File: config.mk
export PLATFORM = sky130hd
export DESIGN_NAME = mc_controller
export DESIGN_NICKNAME = d
export VERILOG_FILES = /design/src/rtl/mc_controller.sv
export SDC_FILE = /design/constraint.sdc
export NUM_CORES = 1
export LEC_CHECK = 0
export BUFFER_PORTS_ARGS = -buffer_cell sky130_fd_sc_hd__buf_2
export CAP_MARGIN = 10
export CORE_MARGIN = 2
export CORE_UTILIZATION = 48
export CTS_BUF_LIST = sky130_fd_sc_hd__clkbuf_4 sky130_fd_sc_hd__clkbuf_8
export DETAILED_ROUTE_END_ITERATION = 8
export PLACE_DENSITY = 0.82
export RECOVER_POWER = 100
export REMOVE_ABC_BUFFERS = 1
export SLEW_MARGIN = 5
export SYNTH_ARGS = -nofsm -noshare
export SYNTH_HDL_FRONTEND = slang
export SYNTH_SLANG_ARGS = --single-unit
File: constraint.sdc
create_clock -name clk -period 1.7 [get_ports clk]
set_input_delay 0.085 -clock clk [delete_from_list [all_inputs] [get_ports clk]]
set_output_delay 0.085 -clock clk [all_outputs]
set_load 0.03 [all_outputs]
File: src/rtl/mc_controller.sv
// mc_controller: multi-cycle RV32I control unit.
// Moore FSM sequencing fetch/decode/execute/memory/writeback, plus the ALU-op
// and immediate-format decoders that drive the datapath selects.
module mc_controller (
    input  logic       clk,
    input  logic       rst_n,
    input  logic [6:0] op,
    input  logic [2:0] funct3,
    input  logic       funct7b5,
    input  logic       zero,
    input  logic       mem_ready,
    output logic       pc_write,
    output logic       adr_src,
    output logic       mem_write,
    output logic       ir_write,
    output logic       reg_write,
    output logic [1:0] result_src,
    output logic [1:0] alu_src_a,
    output logic [1:0] alu_src_b,
    output logic [1:0] imm_src,
    output logic [2:0] alu_control,
    output logic       instr_done,
    output logic       illegal_instr
);

    typedef enum logic [3:0] {
        StFetch,
        StDecode,
        StMemAdr,
        StMemRead,
        StMemWb,
        StMemWrite,
        StExecR,
        StExecI,
        StAluWb,
        StBeq,
        StJal
    } state_e;

    localparam logic [6:0] OpLoad  = 7'b0000011;
    localparam logic [6:0] OpStore = 7'b0100011;
    localparam logic [6:0] OpRType = 7'b0110011;
    localparam logic [6:0] OpIType = 7'b0010011;
    localparam logic [6:0] OpBeq   = 7'b1100011;
    localparam logic [6:0] OpJal   = 7'b1101111;

    state_e     state_q, state_d;
    logic [1:0] alu_op;

    // Raw strobes before the reset gate.
    logic pc_write_raw;
    logic ir_write_raw;
    logic reg_write_raw;
    logic mem_write_raw;
    logic instr_done_raw;
    logic illegal_raw;

    // Opcode legality classification used only by DECODE.
    logic f3_alu_ok;
    logic dec_mem;
    logic dec_rtype;
    logic dec_itype;
    logic dec_beq;
    logic dec_jal;

    // Classify the current instruction word into the supported subset.
    always_comb begin
        f3_alu_ok = (funct3 == 3'b000) || (funct3 == 3'b011) ||
                    (funct3 == 3'b110) || (funct3 == 3'b111);
        dec_mem   = ((op == OpLoad) || (op == OpStore)) && (funct3 == 3'b010);
        // funct7 bit 5 only selects sub; for sltu/or/and it must be clear.
        dec_rtype = (op == OpRType) && f3_alu_ok &&
                    ((funct3 == 3'b000) || !funct7b5);
        dec_itype = (op == OpIType) && f3_alu_ok;
        dec_beq   = (op == OpBeq) && (funct3 == 3'b000);
        dec_jal   = (op == OpJal);
    end

    // State register; reset parks the FSM in FETCH asynchronously.
    always_ff @(posedge clk or negedge rst_n) begin
        if (!rst_n) begin
            state_q <= StFetch;
        end else begin
            state_q <= state_d;
        end
    end

    // Next-state and Moore outputs; every field defaults to zero.
    always_comb begin
        state_d        = state_q;
        pc_write_raw   = 1'b0;
        ir_write_raw   = 1'b0;
        reg_write_raw  = 1'b0;
        mem_write_raw  = 1'b0;
        instr_done_raw = 1'b0;
        illegal_raw    = 1'b0;
        adr_src        = 1'b0;
        result_src     = 2'b00;
        alu_src_a      = 2'b00;
        alu_src_b      = 2'b00;
        alu_op         = 2'b00;

        case (state_q)
            StFetch: begin
                // PC + 4 goes straight onto the result bus into the PC.
                alu_src_a    = 2'b00;
                alu_src_b    = 2'b10;
                result_src   = 2'b10;
                ir_write_raw = mem_ready;
                pc_write_raw = mem_ready;
                if (mem_ready) begin
                    state_d = StDecode;
                end
            end
            StDecode: begin
                // OldPC + imm lands in ALUOut as the branch/jump target.
                alu_src_a = 2'b01;
                alu_src_b = 2'b01;
                if (dec_mem) begin
                    state_d = StMemAdr;
                end else if (dec_rtype) begin
                    state_d = StExecR;
                end else if (dec_itype) begin
                    state_d = StExecI;
                end else if (dec_beq) begin
                    state_d = StBeq;
                end else if (dec_jal) begin
                    state_d = StJal;
                end else begin
                    illegal_raw = 1'b1;
                    state_d     = StFetch;
                end
            end
            StMemAdr: begin
                alu_src_a = 2'b10;
                alu_src_b = 2'b01;
                state_d   = op[5] ? StMemWrite : StMemRead;
            end
            StMemRead: begin
                adr_src = 1'b1;
                if (mem_ready) begin
                    state_d = StMemWb;
                end
            end
            StMemWb: begin
                result_src     = 2'b01;
                reg_write_raw  = 1'b1;
                instr_done_raw = 1'b1;
                state_d        = StFetch;
            end
            StMemWrite: begin
                // Strobe is held until memory accepts the store.
                adr_src        = 1'b1;
                mem_write_raw  = 1'b1;
                instr_done_raw = mem_ready;
                if (mem_ready) begin
                    state_d = StFetch;
                end
            end
            StExecR: begin
                alu_src_a = 2'b10;
                alu_src_b = 2'b00;
                alu_op    = 2'b10;
                state_d   = StAluWb;
            end
            StExecI: begin
                alu_src_a = 2'b10;
                alu_src_b = 2'b01;
                alu_op    = 2'b10;
                state_d   = StAluWb;
            end
            StAluWb: begin
                reg_write_raw  = 1'b1;
                instr_done_raw = 1'b1;
                state_d        = StFetch;
            end
            StBeq: begin
                // Target already sits in ALUOut; taken when rs1 - rs2 == 0.
                alu_src_a      = 2'b10;
                alu_src_b      = 2'b00;
                alu_op         = 2'b01;
                pc_write_raw   = zero;
                instr_done_raw = 1'b1;
                state_d        = StFetch;
            end
            StJal: begin
                // PC <- ALUOut (target) while the ALU forms OldPC + 4 for rd.
                alu_src_a    = 2'b01;
                alu_src_b    = 2'b10;
                pc_write_raw = 1'b1;
                state_d      = StAluWb;
            end
            default: begin
                state_d = StFetch;
            end
        endcase
    end

    // ALU command from alu_op and the funct fields.
    always_comb begin
        alu_control = 3'b000;
        case (alu_op)
            2'b01: alu_control = 3'b001;
            2'b10: begin
                case (funct3)
                    // Only R-type (op[5] set) may select sub.
                    3'b000:  alu_control = (op[5] && funct7b5) ? 3'b001 : 3'b000;
                    3'b011:  alu_control = 3'b101;
                    3'b110:  alu_control = 3'b011;
                    3'b111:  alu_control = 3'b010;
                    default: alu_control = 3'b000;
                endcase
            end
            default: alu_control = 3'b000;
        endcase
    end

    // Immediate format follows the opcode in every state.
    always_comb begin
        imm_src = 2'b00;
        case (op)
            OpLoad, OpIType: imm_src = 2'b00;
            OpStore:         imm_src = 2'b01;
            OpBeq:           imm_src = 2'b10;
            OpJal:           imm_src = 2'b11;
            default:         imm_src = 2'b00;
        endcase
    end

    // Enables are held low for as long as reset is asserted.
    assign pc_write      = rst_n & pc_write_raw;
    assign ir_write      = rst_n & ir_write_raw;
    assign reg_write     = rst_n & reg_write_raw;
    assign mem_write     = rst_n & mem_write_raw;
    assign instr_done    = rst_n & instr_done_raw;
    assign illegal_instr = rst_n & illegal_raw;

endmodule

; Word-level counts from Yosys, hierarchy flattened
; Cells that the tools add are included.
[op_classes]
eq_ne = 25
mux = 30
bitwise_logic = 6
n_reduce_logical = 24
[op_table]
columns = op, n
row1 = 2-to-1 mux 4 bit, 8
row2 = one-hot mux 4 bit (6 select lines), 1
row3 = "== test 4 x 3 -> 1 bit, second input constant", 4
row4 = one-hot mux 2 bit (2 select lines), 4
row5 = "== test 7 x 6 -> 1 bit, second input constant", 2
row6 = "== test 7 bit, second input constant", 2
row7 = "== test 4 bit, second input constant", 3
row8 = one-hot mux 3 bit (4 select lines), 1
row9 = 2-to-1 mux 1 bit, 11
row10 = OR reduction 2 bit, 5
row11 = OR reduction 3 bit, 3
row12 = "== test 4 x 2 -> 1 bit, second input constant", 2
row13 = "== test 7 x 2 -> 1 bit, second input constant", 1
row14 = "== test 7 x 5 -> 1 bit, second input constant", 1
row15 = bitwise AND 1 bit, 6
row16 = "== test 3 x 2 -> 1 bit, second input constant", 2
row17 = "== test 3 bit, second input constant", 2
row18 = logical AND 1 bit, 6
row19 = "inequality test 2 bit, second input constant", 3
row20 = one-hot mux 2 bit (3 select lines), 1
row21 = one-hot mux 3 bit (2 select lines), 1
row22 = logical OR 1 bit, 5
row23 = "== test 4 x 1 -> 1 bit, second input constant", 1
row24 = logical NOT 4 bit, 1
row25 = 9 further kinds, 9
[totals]
register_bits = 4
out_inout_bits = 18
word_cells = 86

; Longest topological paths before layout
[depth]
word_depth = 10
mapped_depth = 8
mapped_depth_nobuf = 7

; Worst setup path before layout
; OpenSTA, ideal clock, no wires.
[synth_path]
path_type = flip-flop to output port
from = register state_q[3]
to = output pc_write
t_arrival_ns = 2.269
t_required_ns = 1.615
setup_slack_ns = -0.654
stages_incl_launch_ff = 4
n_path_buf = 0
path_cell_list = dfrtp_1 > nor4_1 > and3_1 > o21bai_1
[synth_between]
elab_chain_cells = 3
[synth_rtl]
columns = item, line_no
row1 = "start, declared", 47  ; state_e state_q, state_d;
row2 = "start signal, assigned", 82  ; state_q <= StFetch;
row3 = "start signal, assigned", 84  ; state_q <= state_d;
row4 = == test 4 bit / logical NOT 4 bit (equally long branches), 103  ; case (state_q)
row5 = one-hot mux 1 bit (3 select lines) (*), 103
row6 = bitwise AND 1 bit (*), 231  ; assign pc_write = rst_n & pc_write_raw;
row7 = "end, declared", 12  ; output logic pc_write,
; Every way passes the cells marked *; elsewhere a longest branch is shown, timed or not.

; Worst setup path in the final report
[layout_path]
from = register state_q[3]
to = output alu_control[2]
[layout_between]
elab_chain_cells = 5
[layout_rtl]
columns = item, line_no
row1 = == test 4 x 3 -> 1 bit, 103
row2 = OR reduction 2 bit (no line), n/a
row3 = one-hot mux 2 bit (2 select lines) (*), 103
row4 = == test 2 bit / == test 2 x 1 -> 1 bit (equally long branches), 202  ; case (alu_op)
row5 = one-hot mux 3 bit (2 select lines) (*), 202
row6 = "end, declared", 21  ; output logic [2:0] alu_control,
; Marked as above.

==> results.yml <==
status:
  outcome: "finished with violations"
  failed_checks: "negative setup slack"
timing:
  fin_worst_skew_ps: 4.87
  finalHoldViolations: 0
  whs_ps: 206
  min_period_ps: 1760
  period_share: 1.04
  setup_slack_ps: -60.2
  slew_headroom: 0.655
  rsz0062_at_grt: "true"
  max_slew.worst_pin.slew_ps: 513
  setup_viol: 3
  drv_slew: 0
  max_freq_ghz: 0.568
finish:
  diodes: 0
  largest_reg_flops: 4
  fin_util: 0.846
  fin_nets: 164
  reg_top3: "state_q x4"
  drive_above_1_share: 0.441
  fill_cells: 79
  syn_to_final_growth_pct: 58.8
  fin_cells: 160
  max_flop_register: "state_q"
setup_path:
  worst_r2r_path_depth: 6
  crit_chain: "nor2b_4 > nand2_2 > ha_4 > nor4bb_4 > buf_4"
  cp.arrival_ps: 1680
  endpoint_kind: "output pin"
  path_max_fanout: 6
  start_kind: "register"
  worst_path_largest_cell_delay_ps: 430
  r2r-start: "state_q[2]$_DFFE_PN0P_"
  worstPathRequired_ps: 1620
  slowest_stage: "dfrtp_2"
  path_class: "register to output pin"
  setup.worst_path.start: "state_q[3]$_DFFE_PN0P_"
  reg2reg_to: "state_q[0]$_DFFE_PN0P_"
  worstSetupEndpoint: "alu_control[2]"
  r2r_slack_ps: 50
clocking:
  clock_latency_ps: 250
  cts_made_buffers: 3
  h-tree-depth: 1
  cts_buffer_depth: 2
  cts_sinks: 4
  clk_pin_slew_worst_paths_ps: 40
  cts_root_buf: "clkbuf_4"
  cts_tree: "yes"
global_routing:
  grt-busiest-layer: "met2"
  grt-ovfl-total: 0
  antenna_found_initial: 0
  grtUsageMet2: 0.488
  grt_pass1_vias: 857
  met3_usage: 0.0255
  grt_pass1_wl_um: 3550
  grt_max_degree: 11
  grt_usage: 0.257
  use_met1: 0.272
floorplan:
  io_pins: 33
  die_y_um: 42.7
  initial_core_util: 0.533
  fp.dieW_um: 42.7
  die_area_sq_um: 1820
  rows: 13
  coreArea_sq_um: 1350
yosys:
  syn_area_per_cell_sq_um: 7.19
  synth_cell_types: 44
  yosysWarnings: 0
  ys_seq_area_frac: 0.139
  ys.flop_type: "dfrtp_1"
  synth_edf_count: 0
  synth-seq-cells: 4
  async_flop_share: 1.00
  synth_cells: 100
  netlist_area_sq_um: 719
route:
  routed_via_density: 5.89
  drc: 0
  routed_wl_um: 2430
  dr.pass1.iters: 4
  wire_per_inst_um: 15.2
  num_vias: 942
  drt_iter0_drc: 13
  antenna_left: 0
placement:
  portBuffers: 32
  dpl.hpwl_um: 1520
  dp_cells: 153
  gp_congestion: 0.815
pwr:
  p_int_uw: 259
  clockPowerShare: 0.298
  power_frac_comb: 0.467
  p_sw_frac: 0.407
  pwr-share-seq: 0.234
  switchingPower_uw: 178
  vdd_drop_max_v: 0.000360
  power_leakage_nw: 0.518
  p_per_area_nw_per_um2: 382
hold_path:
  hold_class: "primary input to asynchronous set/reset pin"
run:
  maxCapViolCount: 0
-- synthesized netlist by cell type, types with 2 or more instances --
cell type / number / area, sq um
o32ai_1: 2 / 17.5
or4b_4: 2 / 27.5
ha_1: 2 / 25.0
inv_1: 4 / 15.0
nand2_1: 8 / 30.0
nor3_1: 7 / 35.0
nand3_1: 2 / 10.0
a31oi_1: 2 / 12.5
nand3b_1: 2 / 15.0
nor3b_1: 2 / 15.0
o21ai_0: 8 / 40.0
a21oi_1: 6 / 30.0
and2_1: 2 / 12.5
dfrtp_1: 4 / 100
nor2b_1: 3 / 18.8
mux2i_1: 2 / 20.0
nand2b_1: 4 / 25.0
buf_2: 3 / 15.0
o31ai_1: 2 / 15.0
nor2_1: 8 / 30.0
and3_1: 2 / 12.5
-- worst max-delay path: cells and delay by family, from the launching register on --
kind,cells,cell delay [ps]
buffers and inverters,1,200
DFF,1,430
adders and majority gates,1,260
and+or+nand+nor,3,530
-- layout make-up --
type,instances,area [sq um],share of cell area
multi-input cells,87,692,0.606
repair buffers,47,290,0.254
flip-flops and latches,4,104,0.0909
clock buffers,3,22.5,0.0197
well taps,15,18.8,0.0164
inverters,4,15.0,0.0131
-- logic make-up (layout without fill, tap and decap cells) --
family | after synthesis | in the layout | synth area share
AO/OA/AOI/OAI | 30 | 30 | 0.268
XOR/XNOR | 2 | 2 | 0.0244
adder cells (fa/ha/maj) | 2 | 2 | 0.0348
buffers and inverters | 9 | 54 | 0.0574
flip-flops | 4 | 4 | 0.139
multiplexers | 2 | 2 | 0.0278
AND/OR/NAND/NOR | 51 | 51 | 0.449
-- stage by stage --
stage / total power, mW / area [sq um] / TNS, ps / setup slack, ps
final: 0.436 / 1140 / -118 / -60.2
after global routing: 0.451 / 1140 / -295 / -113
after CTS: 0.401 / 1050 / -75.9 / -50.3
after detailed placement: 0.270 / 955 / 0 / 98.2
after global placement: 0.266 / 955 / 0 / 116
after floorplan: 0.200 / 693 / -1970 / -771
-- layer usage --
layer | vias up | part of all wire
met5 | - | 0
met4 | 0 | 0.019
met3 | 5 | 0.038
met2 | 36 | 0.55
met1 | 436 | 0.40
li1 | 465 | -
-- power by group through the flow --
stage	Combinational [mW]	Clock, mW	Sequential [mW]
6_report	0.204	0.130	0.102
5_1_grt	0.217	0.132	0.103
4_1_cts	0.180	0.121	0.101
3_5_place_dp	0.168	0	0.102
3_3_place_gp	0.164	0	0.102
2_1_floorplan	0.0931	0	0.107
-- what timing repair did --
| item | in CTS | in global routing |
|---|---|---|
| pin swaps | 3 | 4 |
| endpoints found under the hold margin | 4 | 0 |
| hold buffers | 1 | 0 |
| buffers inserted | 1 | 2 |
| setup endpoints to repair | 4 | 8 |
| resized for setup | 15 | 18 |
-- worst min path at each step --
stage,end,slack [ps],cells past startpoint
global placement,state_q[0]$_DFFE_PN0P_,-70,1
floorplan,state_q[0]$_DFFE_PN0P_,-210,0
CTS,state_q[2]$_DFFE_PN0P_,220,2
global route,state_q[2]$_DFFE_PN0P_,230,2
detailed placement,state_q[1]$_DFFE_PN0P_,-70,1
finish,state_q[2]$_DFFE_PN0P_,210,2
-- placed cells by master, fill, tap and decap left out, types with 3 or more instances in the layout --
| master | instances |
|---|---|
| clkbuf_1 | 7 |
| inv_1 | 3 |
| nor2_1 | 7 |
| nand2_1 | 7 |
| dfrtp_2 | 3 |
| o21ai_0 | 8 |
| buf_4 | 16 |
| buf_2 | 19 |
| nand2b_1 | 4 |
| clkbuf_4 | 3 |
| nor3_1 | 5 |
| buf_6 | 3 |
| a21oi_1 | 6 |
(Power assumes the default switching activity.)
